[src/rtl/led_seq_ctrl_pkg.sv]
// Shared constants for the LED sequencer: mode and direction encodings,
// button bit positions and the default timebase terminal counts.
package led_seq_ctrl_pkg;

  // Mode encoding; also the value driven onto the mux select
  localparam logic SHIFT = 1'b0;
  localparam logic FLASH = 1'b1;

  // Rotation direction of the shift pattern
  localparam logic DIR_LEFT  = 1'b0;
  localparam logic DIR_RIGHT = 1'b1;

  // Bit positions inside the raw button bus
  localparam int BTN_MODE    = 0;
  localparam int BTN_DIR     = 1;
  localparam int BTN_RESTART = 2;
  localparam int N_BTN       = 3;

  // Default terminal counts, (2**23)-1 .. (2**26)-1
  localparam logic [31:0] LIMIT0_DEF = 32'h007F_FFFF;
  localparam logic [31:0] LIMIT1_DEF = 32'h00FF_FFFF;
  localparam logic [31:0] LIMIT2_DEF = 32'h01FF_FFFF;
  localparam logic [31:0] LIMIT3_DEF = 32'h03FF_FFFF;

endpackage

[src/rtl/led_seq_ctrl_btn_edge.sv]
// Two-flop synchronizer for one raw button followed by a registered
// rising-edge detector. A level first sampled high at edge k makes
// o_pulse high between edges k+1 and k+2, so the consumer acts at k+2.
// A held button produces a single pulse; there is no debounce here.
module btn_edge (
  input  logic i_clk,
  input  logic i_reset,
  input  logic i_btn,
  output logic o_pulse
);

  logic sync1_q;
  logic sync2_q;
  logic prev_q;

  // Synchronizer chain plus the delayed copy used for edge detection
  always_ff @(posedge i_clk) begin
    if (i_reset) begin
      sync1_q <= 1'b0;
      sync2_q <= 1'b0;
      prev_q  <= 1'b0;
    end else begin
      sync1_q <= i_btn;
      sync2_q <= sync1_q;
      prev_q  <= sync2_q;
    end
  end

  assign o_pulse = sync2_q & ~prev_q;

endmodule

[src/rtl/led_seq_ctrl.sv]
// LED sequencer: timebase counter, rotating one-hot shift pattern,
// all-off/all-on flash pattern, direction and shift/flash mode.
// Every output comes straight from a register.
module led_seq_ctrl
  import led_seq_ctrl_pkg::*;
#(
  parameter int                N_LEDS   = 4,
  parameter int                NB_COUNT = 32,
  parameter logic [NB_COUNT-1:0] LIMIT0 = NB_COUNT'(LIMIT0_DEF),
  parameter logic [NB_COUNT-1:0] LIMIT1 = NB_COUNT'(LIMIT1_DEF),
  parameter logic [NB_COUNT-1:0] LIMIT2 = NB_COUNT'(LIMIT2_DEF),
  parameter logic [NB_COUNT-1:0] LIMIT3 = NB_COUNT'(LIMIT3_DEF)
) (
  input  logic              i_clk,
  input  logic              i_reset,
  input  logic              i_enable,
  input  logic [1:0]        i_speed,
  input  logic [2:0]        i_btn,
  output logic              o_mux_sel,
  output logic [N_LEDS-1:0] o_shift_leds,
  output logic [N_LEDS-1:0] o_flash_leds,
  output logic              o_dir,
  output logic              o_tick
);

  localparam logic [N_LEDS-1:0] SHIFT_INIT = N_LEDS'(1);

  logic [N_BTN-1:0]    btn_ev;
  logic [NB_COUNT-1:0] count_q, count_d;
  logic                mode_q, mode_d;
  logic                dir_q, dir_d;
  logic [N_LEDS-1:0]   shift_q, shift_d;
  logic [N_LEDS-1:0]   flash_q, flash_d;
  logic                tick_q, tick_d;
  logic [NB_COUNT-1:0] limit;
  logic                step;
  logic                mode_ev;
  logic                restart_ev;
  logic                dir_ev;

  // Terminal count for the selected speed
  function automatic logic [NB_COUNT-1:0] sel_limit(input logic [1:0] spd);
    case (spd)
      2'd0:    sel_limit = LIMIT0;
      2'd1:    sel_limit = LIMIT1;
      2'd2:    sel_limit = LIMIT2;
      default: sel_limit = LIMIT3;
    endcase
  endfunction

  // One-position rotation; left moves toward the MSB with wrap to LSB
  function automatic logic [N_LEDS-1:0] rotate(input logic [N_LEDS-1:0] v,
                                               input logic              d);
    if (d == DIR_LEFT) rotate = {v[N_LEDS-2:0], v[N_LEDS-1]};
    else               rotate = {v[0], v[N_LEDS-1:1]};
  endfunction

  genvar gi;
  generate
    for (gi = 0; gi < N_BTN; gi++) begin : g_btn
      btn_edge u_btn_edge (
        .i_clk   (i_clk),
        .i_reset (i_reset),
        .i_btn   (i_btn[gi]),
        .o_pulse (btn_ev[gi])
      );
    end
  endgenerate

  assign mode_ev    = btn_ev[BTN_MODE];
  assign restart_ev = btn_ev[BTN_RESTART];
  assign dir_ev     = btn_ev[BTN_DIR];

  // ">=" lets a switch to a shorter period step immediately instead of
  // running the counter all the way around.
  assign limit = sel_limit(i_speed);
  assign step  = i_enable && (count_q >= limit);

  // Next-state: mode/restart events beat steps; a direction event only
  // affects later steps because the rotation below uses dir_q.
  always_comb begin
    count_d = count_q;
    mode_d  = mode_q;
    dir_d   = dir_q;
    shift_d = shift_q;
    flash_d = flash_q;
    tick_d  = 1'b0;

    if (dir_ev) dir_d = ~dir_q;

    if (mode_ev || restart_ev) begin
      if (mode_ev) mode_d = ~mode_q;
      count_d = '0;
      shift_d = SHIFT_INIT;
      flash_d = '0;
    end else if (i_enable) begin
      if (step) begin
        count_d = '0;
        tick_d  = 1'b1;
        if (mode_q == SHIFT) shift_d = rotate(shift_q, dir_q);
        else                 flash_d = ~flash_q;
      end else begin
        count_d = count_q + NB_COUNT'(1);
      end
    end
  end

  // State registers; reset overrides every event
  always_ff @(posedge i_clk) begin
    if (i_reset) begin
      count_q <= '0;
      mode_q  <= SHIFT;
      dir_q   <= DIR_LEFT;
      shift_q <= SHIFT_INIT;
      flash_q <= '0;
      tick_q  <= 1'b0;
    end else begin
      count_q <= count_d;
      mode_q  <= mode_d;
      dir_q   <= dir_d;
      shift_q <= shift_d;
      flash_q <= flash_d;
      tick_q  <= tick_d;
    end
  end

  assign o_mux_sel    = mode_q;
  assign o_shift_leds = shift_q;
  assign o_flash_leds = flash_q;
  assign o_dir        = dir_q;
  assign o_tick       = tick_q;

endmodule

[config.mk]
export PLATFORM = sky130hd
export DESIGN_NAME = led_seq_ctrl
export DESIGN_NICKNAME = d
export VERILOG_FILES = /design/src/rtl/led_seq_ctrl_pkg.sv /design/src/rtl/led_seq_ctrl_btn_edge.sv /design/src/rtl/led_seq_ctrl.sv
export SDC_FILE = /design/constraint.sdc
export NUM_CORES = 1
export LEC_CHECK = 0
export CORE_ASPECT_RATIO = 0.9
export CORE_UTILIZATION = 45
export DETAILED_ROUTE_END_ITERATION = 6
export PLACE_DENSITY = 0.65
export SYNTH_ARGS = -nofsm -noshare
export SYNTH_HDL_FRONTEND = slang
export SYNTH_SLANG_ARGS = --single-unit
export TNS_END_PERCENT = 100
[constraint.sdc]
create_clock -name i_clk -period 2.95 [get_ports i_clk]
set_input_delay 0.295 -clock i_clk [delete_from_list [all_inputs] [get_ports i_clk]]
set_output_delay 0.295 -clock i_clk [all_outputs]
set_load 0.01 [all_outputs]
; Yosys cells after proc, flatten, opt, wreduce, memory -nomap -nowiden
; Index checks and enable logic that the tools add are counted.
[totals]
latch_bits = 0
mem_bits_ro = 0
out_inout_bits = 11
mem_bits_rw = 0
inputBits = 8
regBits = 52
memories = 0
[classes]
bitwise_logic = 10
muxes = 4
n_div = 0
reduce_logical = 8
shifts = 0
order_cmp = 1
addsub = 1
n_eq_ne = 2
multipliers = 0
[ops]
columns = cell, count
row1 = $pmux 26 s3, 1
row2 = $add 32x1->32 const B, 1
row3 = $ge 32x32->1, 1
row4 = $mux 32, 1
row5 = $not 1->1, 6
row6 = $reduce_and 3->1, 2
row7 = $mux 4, 1
row8 = $not 4->4, 1
row9 = $and 1x1->1, 3
row10 = $reduce_or 3->1, 1
row11 = $eq 2x1->1 const B, 1
row12 = $eq 2x2->1 const B, 1
row13 = $logic_not 2->1, 1
row14 = $reduce_and 2->1, 1
row15 = $reduce_or 2->1, 1
row16 = $logic_and 1x1->1, 1
row17 = $logic_or 1x1->1, 1
row18 = $mux 1, 1

; Longest topological paths before layout
; Gate-level depths: netlist of run 1.
[depth]
word_depth = 5
ltp_mapped = 8

; Modules after synthesis
; Synthesis of run 1 repeated with hierarchy kept, for this count alone.
[hier_totals]
cells_unflattened = 256
area_unflattened_um2 = 2357.3
[by_module_without_submodules]
columns = module, cells_each, instances, seq_area_each_um2, area_per_inst_um2
row1 = led_seq_ctrl, 235, 1, 860.8, 2094.5
row2 = btn_edge, 7, 3, 60.1, 87.6

; Least setup slack after synthesis of run 1
; OpenSTA, ideal clock, no wires.
[synth_path]
kind = register to register
start = register count_q[0]
end = register shift_q[1], in the netlist o_shift_leds[1]
path_stages_with_launch = 7
arrival_time_ps = 2097
slack_ps = 782
synth_period_minus_slack_ps = 2168
setup_ps = 71
path_buffers = 0
path_cell_list = dfxtp_1 -> ha_1 -> nand4_2 -> or4_4 -> o32a_4 -> or3_1 -> a21oi_1
[synth_between]
elab_chain_len = 3
[synth_rtl]
columns = item, line_no
row1 = from (decl), led_seq_ctrl.sv:29  ; logic [NB_COUNT-1:0] count_q, count_d;
row2 = from (signal assigned), led_seq_ctrl.sv:118  ; count_q <= count_d;
row3 = $ge 32x32->1, led_seq_ctrl.sv:77  ; assign step = i_enable && (count_q >= limit);
row4 = $logic_and 1x1->1, led_seq_ctrl.sv:77
row5 = $reduce_and 3->1 (no source line), -
row6 = to (signal assigned), led_seq_ctrl.sv:121  ; shift_q <= shift_d;
row7 = to (decl), led_seq_ctrl.sv:32  ; logic [N_LEDS-1:0] shift_q, shift_d;
; Every way passes these cells.
; A chain may end at the register's enable or synchronous reset.

; Worst setup path in the final report of run 1
[layout_path]
start = register count_q[0]
end = register count_q[0]
[layout_between]
elab_chain_len = 3
[layout_rtl]
columns = item, line_no
row1 = $ge 32x32->1, led_seq_ctrl.sv:77
row2 = $logic_and 1x1->1, led_seq_ctrl.sv:77
row3 = $mux 32 (*), led_seq_ctrl.sv:97  ; if (step) begin
; Mark *: on every way between the ends. The rest lies on a longest branch, timed or not.

==> metrics.yaml, run 1 <==
route:
  num_vias: 1711
  first_iter_violations: 80
  drc: 0
  drt_wl_total_mm: 3.97
  wl_per_cell_um: 11.8
  antenna_left: 0
  via_per_inst: 5.08
  firstDrtPassIters: 4
placed_design:
  port_buffers: 18
  place_inst: 329
  pre_cts_ws_ns: 0.365
  gp_congestion: 0.726
  place_hpwl_mm: 2.72
synthesis:
  netlist_instances: 250
  yosysSeqAreaShare: 0.459
  avgSynthCellArea_um2: 9.06
  async_reset_ff_frac: 0
  yosysWarnings: 0
  syn_area_mm2: 0.00227
  yosysUniqueCellTypes: 32
  synth-seq-cells: 52
  synthesis.nets: 262
  synthFlopType: "dfxtp_1"
  synth_edf_count: 0
floorplanning:
  rows: 24
  fp.dieH_um: 69.3
  start_util: 0.469
  die_w_um: 76.8
  dieArea_mm2: 0.00532
  coreArea_mm2: 0.00483
  num_io_pins: 19
timing:
  setup_ws_ns: 0.526
  finalSetupViolCount: 0
  slew_headroom: 0.662
  fmax_ghz: 0.412
  fin_crit_sh: 0.822
  setup_tns_ns: 0
  final.min_clock_period_ns: 2.42
  hold_violations: 0
  rsz0062_at_grt: "no"
  fin_skew_ns: 0.00535
  whs_ns: 0.440
  slew_viol_final: 0
  worst_pin_slew_ns: 0.503
global_routing:
  grt_antenna_before_repair: 0
  track_usage: 0.164
  grt_max_degree: 32
  grt_pass1_vias: 1596
  grt_first_pass_wirelength_mm: 7.04
  gr-total-overflow: 0
hold_path:
  hold_depth: 1
  hold_path_class: "register to register"
  hp-start: "g_btn[2].u_btn_edge.sync1_q"
  holdPathEnd: "g_btn[2].u_btn_edge.sync2_q"
setup_path:
  critPathMaxFanout: 31
  cp.required_ns: 3.13
  r2r-start: "count_q[0]"
  reg2reg_slack_ns: 0.53
  criticalPathCategory: "register to register"
  cp.arrival_ns: 2.61
  endpoint_kind: "register"
  reg2reg_depth: 7
  worstSetupStartpointType: "register"
  r2r_end: "count_q[0]"
cells_and_area:
  multi_input_area_mm2: 0.00117
  antenna_cells: 0
  final_cell_count_no_fill: 337
  final_common_cell: "dfxtp_1"
  drive_above_1_share: 0.0699
  nFillCells: 462
  fin_nets: 283
  area_growth_pct: 16.5
  layout_common_cells: "dfxtp_1 (52), nor2_1 (41), xor2_1 (22)"
  regArea_mm2: 0.00104
clock_tree:
  root_buffer: "clkbuf_8"
  clk_latency_ns: 0.31
  cts_setup_buffers: 0
  clock_path_buffers: 2
  post_cts_resized: 0
  holdBufCountCts: 0
  cts_tree: "done"
  numClockSinks: 52
  clk_pin_slew_ns: 0.09
  cts_buffers: 5
  h-tree-depth: 2
flow_run:
  drv_cap: 0
power:
  power_leakage_nw: 0.947
  peakVddDrop_mv: 0.362
  power_density_mw_per_mm2: 476
run_status:
  status: "complete, no violations"
layer usage:
layer,vias to the layer above,GRT usage,share of wire
met4,0,0.0662,0.013
met2,23,0.250,0.44
li1,894,-,-
met3,6,0.0421,0.033
met5,-,0,0
met1,788,0.220,0.51
worst max-delay path: stages, from the launching register on:
cell and delay (ns):
dfxtp_1 0.41, ha_1 0.24, nand4_2 0.19, or4_4 0.55
o32a_4 0.42, nand2_1 0.08, buf_4 0.30, o22ai_1 0.11
worst max-delay path by stage:
stage | start | end | cells past startpoint
finish | count_q[0] | count_q[0] | 7
global route | count_q[0] | count_q[0] | 7
CTS | count_q[0] | count_q[0] | 7
detailed placement | i_enable | count_q[0] | 7
global placement | i_enable | count_q[0] | 7
floorplan | count_q[0] | o_shift_leds[1] | 6
stage by stage:
stage                     instance area [um2]   util  total power, W
final                                    2640  0.546         0.00126
after global routing                     2640  0.546         0.00130
after CTS                                2640  0.546         0.00127
after detailed placement                 2530  0.523        0.000789
after global placement                   2530  0.523        0.000789
after floorplan                          2270      -        0.000768
cell type report:
cell class / count / area share
repair buffers: 23 / 0.0825
flip-flops and latches: 52 / 0.395
multi-input cells: 184 / 0.443
clock inverters: 3 / 0.0161
well taps: 65 / 0.0308
inverters: 5 / 0.00711
clock buffers: 5 / 0.0261
state kept, by name (all words and copies together) (netlist names):
signal,cells
count_q,32
o_flash_leds,4
o_shift_leds,4
g_btn.u_btn_edge.prev_q,3
g_btn.u_btn_edge.sync1_q,3
g_btn.u_btn_edge.sync2_q,3
o_dir,1
o_mux_sel,1
o_tick,1
cells in the mapped netlist, drive strengths merged, types with 2 or more instances:
cell,instances,area share
ha,4,0.022
nor2b,14,0.039
inv,5,0.0083
dfxtp,52,0.46
nand3,14,0.031
mux2i,4,0.018
nor2,41,0.068
nand2,12,0.020
clkbuf,5,0.0083
and3,7,0.019
nand4,16,0.050
xor2,22,0.085
xnor2,11,0.043
and4,2,0.0077
and2,4,0.011
a21oi,6,0.013
buf,4,0.0083
or3,6,0.017
nor4,5,0.014
o21ai,6,0.013
nor3,2,0.0066
where the power goes:
part | internal (W) | switching (W) | leakage [nW] | total [W]
clock network | 0.000251 | 0.000233 | 0.0541 | 0.000484
registers | 0.000710 | 0.00000816 | 0.421 | 0.000718
logic | 0.0000258 | 0.0000282 | 0.472 | 0.0000540
total | 0.000987 | 0.000269 | 0.947 | 0.00126
cells by family (layout without fill, tap and decap cells):
family	count (synthesis)	after routing	synth area share
mux	4	4	0.0177
simple gates	125	125	0.290
compound gates	18	18	0.0585
buf+inv	14	36	0.0248
flops	52	52	0.459
fa+ha+maj	4	4	0.0221
xor+xnor	33	33	0.128
(Power assumes the default switching activity.)
==> run 2, diff against run 1 <==
clock period = 2.4 ns   (was 2.95 ns; I/O delays follow)
==> metrics.yaml, run 2 (synthesis gave the netlist of run 1 again) <==
power:
  totalPowerFinal_w: 0.00155
  power_switching_w: 0.000328
  peakVddDrop_mv: 0.378
  p_sw_frac: 0.212
  comb_power_share: 0.050
  power_density_mw_per_mm2: 571
  seq_power_share: 0.569
  intPower_w: 0.00122
  power_leakage_nw: 0.991
  power_frac_clock: 0.381
floorplanning:
  start_util: 0.469
  coreArea_mm2: 0.00483
  dieArea_mm2: 0.00532
  rows: 24
  die_w_um: 76.8
  num_io_pins: 19
  fp.dieH_um: 69.3
flow_run:
  drv_cap: 0
placed_design:
  gp_congestion: 0.773
  place_inst: 337
  place_hpwl_mm: 3.00
  port_buffers: 18
clock_tree:
  clk_pin_slew_ns: 0.09
  cts_buffers: 5
  cts_setup_buffers: 0
  clk_latency_ns: 0.30
  clock_path_buffers: 2
  numClockSinks: 52
  cts_tree: "done"
  post_cts_resized: 0
  root_buffer: "clkbuf_8"
  holdBufCountCts: 0
  h-tree-depth: 2
timing:
  setup_tns_ns: 0
  slew_headroom: 0.668
  final.min_clock_period_ns: 2.18
  finalSetupViolCount: 0
  slew_viol_final: 0
  rsz0062_at_grt: "no"
  worst_pin_slew_ns: 0.493
  whs_ns: 0.455
  fin_crit_sh: 0.909
  fin_skew_ns: 0.00873
  fmax_ghz: 0.458
  hold_violations: 0
setup_path:
  worstPathCellList: "ha_1 -> nand4_2 -> or4_4 -> o32a_4 -> or3_1 -> a21oi_1"
  cp.arrival_ns: 2.41
  critical-path-top-delay-family: "simple AND/OR/NAND/NOR gates"
  critPathMaxFanout: 10
  cpPeakStageDelay_ns: 0.52
  worstSetupStartpointType: "register"
  critPathBufInv: 0
  cpMaxStageDelayCell: "or4_4"
  cp.required_ns: 2.63
  critical_path_depth: 6
  reg2reg_depth: 6
  endpoint_kind: "register"
  criticalPathCategory: "register to register"
cells_and_area:
  antenna_cells: 0
  final_common_cell: "dfxtp_1"
  top_register: "count_q"
  final_cell_count_no_fill: 345
  nFillCells: 432
  area_growth_pct: 19.7
  drive_above_1_share: 0.0964
  layout_common_cells: "dfxtp_1 (52), nor2_1 (41), xor2_1 (22)"
  fin_nets: 291
  largest_reg_flops: 32
route:
  via_per_inst: 5.09
  firstDrtPassIters: 4
  drt_wl_total_mm: 4.22
  wl_per_cell_um: 12.2
  antenna_left: 0
  first_iter_violations: 64
  drc: 0
  num_vias: 1755
global_routing:
  grt_antenna_before_repair: 0
  track_usage: 0.170
  grt_pass1_vias: 1612
  gr-total-overflow: 0
  grt_max_degree: 32
  grt_first_pass_wirelength_mm: 7.28
hold_path:
  hold_path_class: "register to register"
  hold_depth: 1
run_status:
  status: "complete, no violations"
run 2: area by class of cell:
class,instances,area (um2),area share
multi-input cells,184,1170,0.431
flip-flops and latches,52,1040,0.384
repair buffers,31,290,0.107
clock inverters,3,42.5,0.0157
inverters,5,18.8,0.00692
clock buffers,5,68.8,0.0254
well taps,65,81.3,0.0300
run 2: power by group through the flow:
stage / clock network [W] / logic [W] / registers (W)
after global placement: 0 / 0.0000776 / 0.000901
after CTS: 0.000608 / 0.0000794 / 0.000881
after floorplan: 0 / 0.0000458 / 0.000898
final: 0.000590 / 0.0000781 / 0.000881
after detailed placement: 0 / 0.0000787 / 0.000901
after global routing: 0.000642 / 0.0000863 / 0.000883
run 2: path summary, 6_finish.rpt:
| path | start | endpoint | slack, ns |
|---|---|---|---|
| worst min register to register | g_btn[2].u_btn_edge.sync1_q | g_btn[2].u_btn_edge.sync2_q | 0.46 |
| worst max-delay path | count_q[0] | o_shift_leds[2] | 0.22 |
| worst min-delay path | g_btn[2].u_btn_edge.sync1_q | g_btn[2].u_btn_edge.sync2_q | 0.46 |
| worst max register to register | count_q[0] | o_shift_leds[2] | 0.22 |
run 2: metal layers:
metal / vias to the layer above / share of wire / track usage
li1: 915 / - / -
met1: 817 / 0.51 / 0.222
met2: 19 / 0.45 / 0.274
met3: 4 / 0.029 / 0.0513
met4: 0 / 0.0055 / 0.0385
met5: - / 0 / 0
run 2: through the flow:
stage | setup WS (ns) | util | instance area [um2]
floorplan | 0.232 | - | 2270
global placement | 0.0718 | 0.538 | 2600
detailed placement | 0.0183 | 0.538 | 2600
CTS | 0.196 | 0.561 | 2710
global route | 0.0931 | 0.561 | 2710
finish | 0.218 | 0.561 | 2710
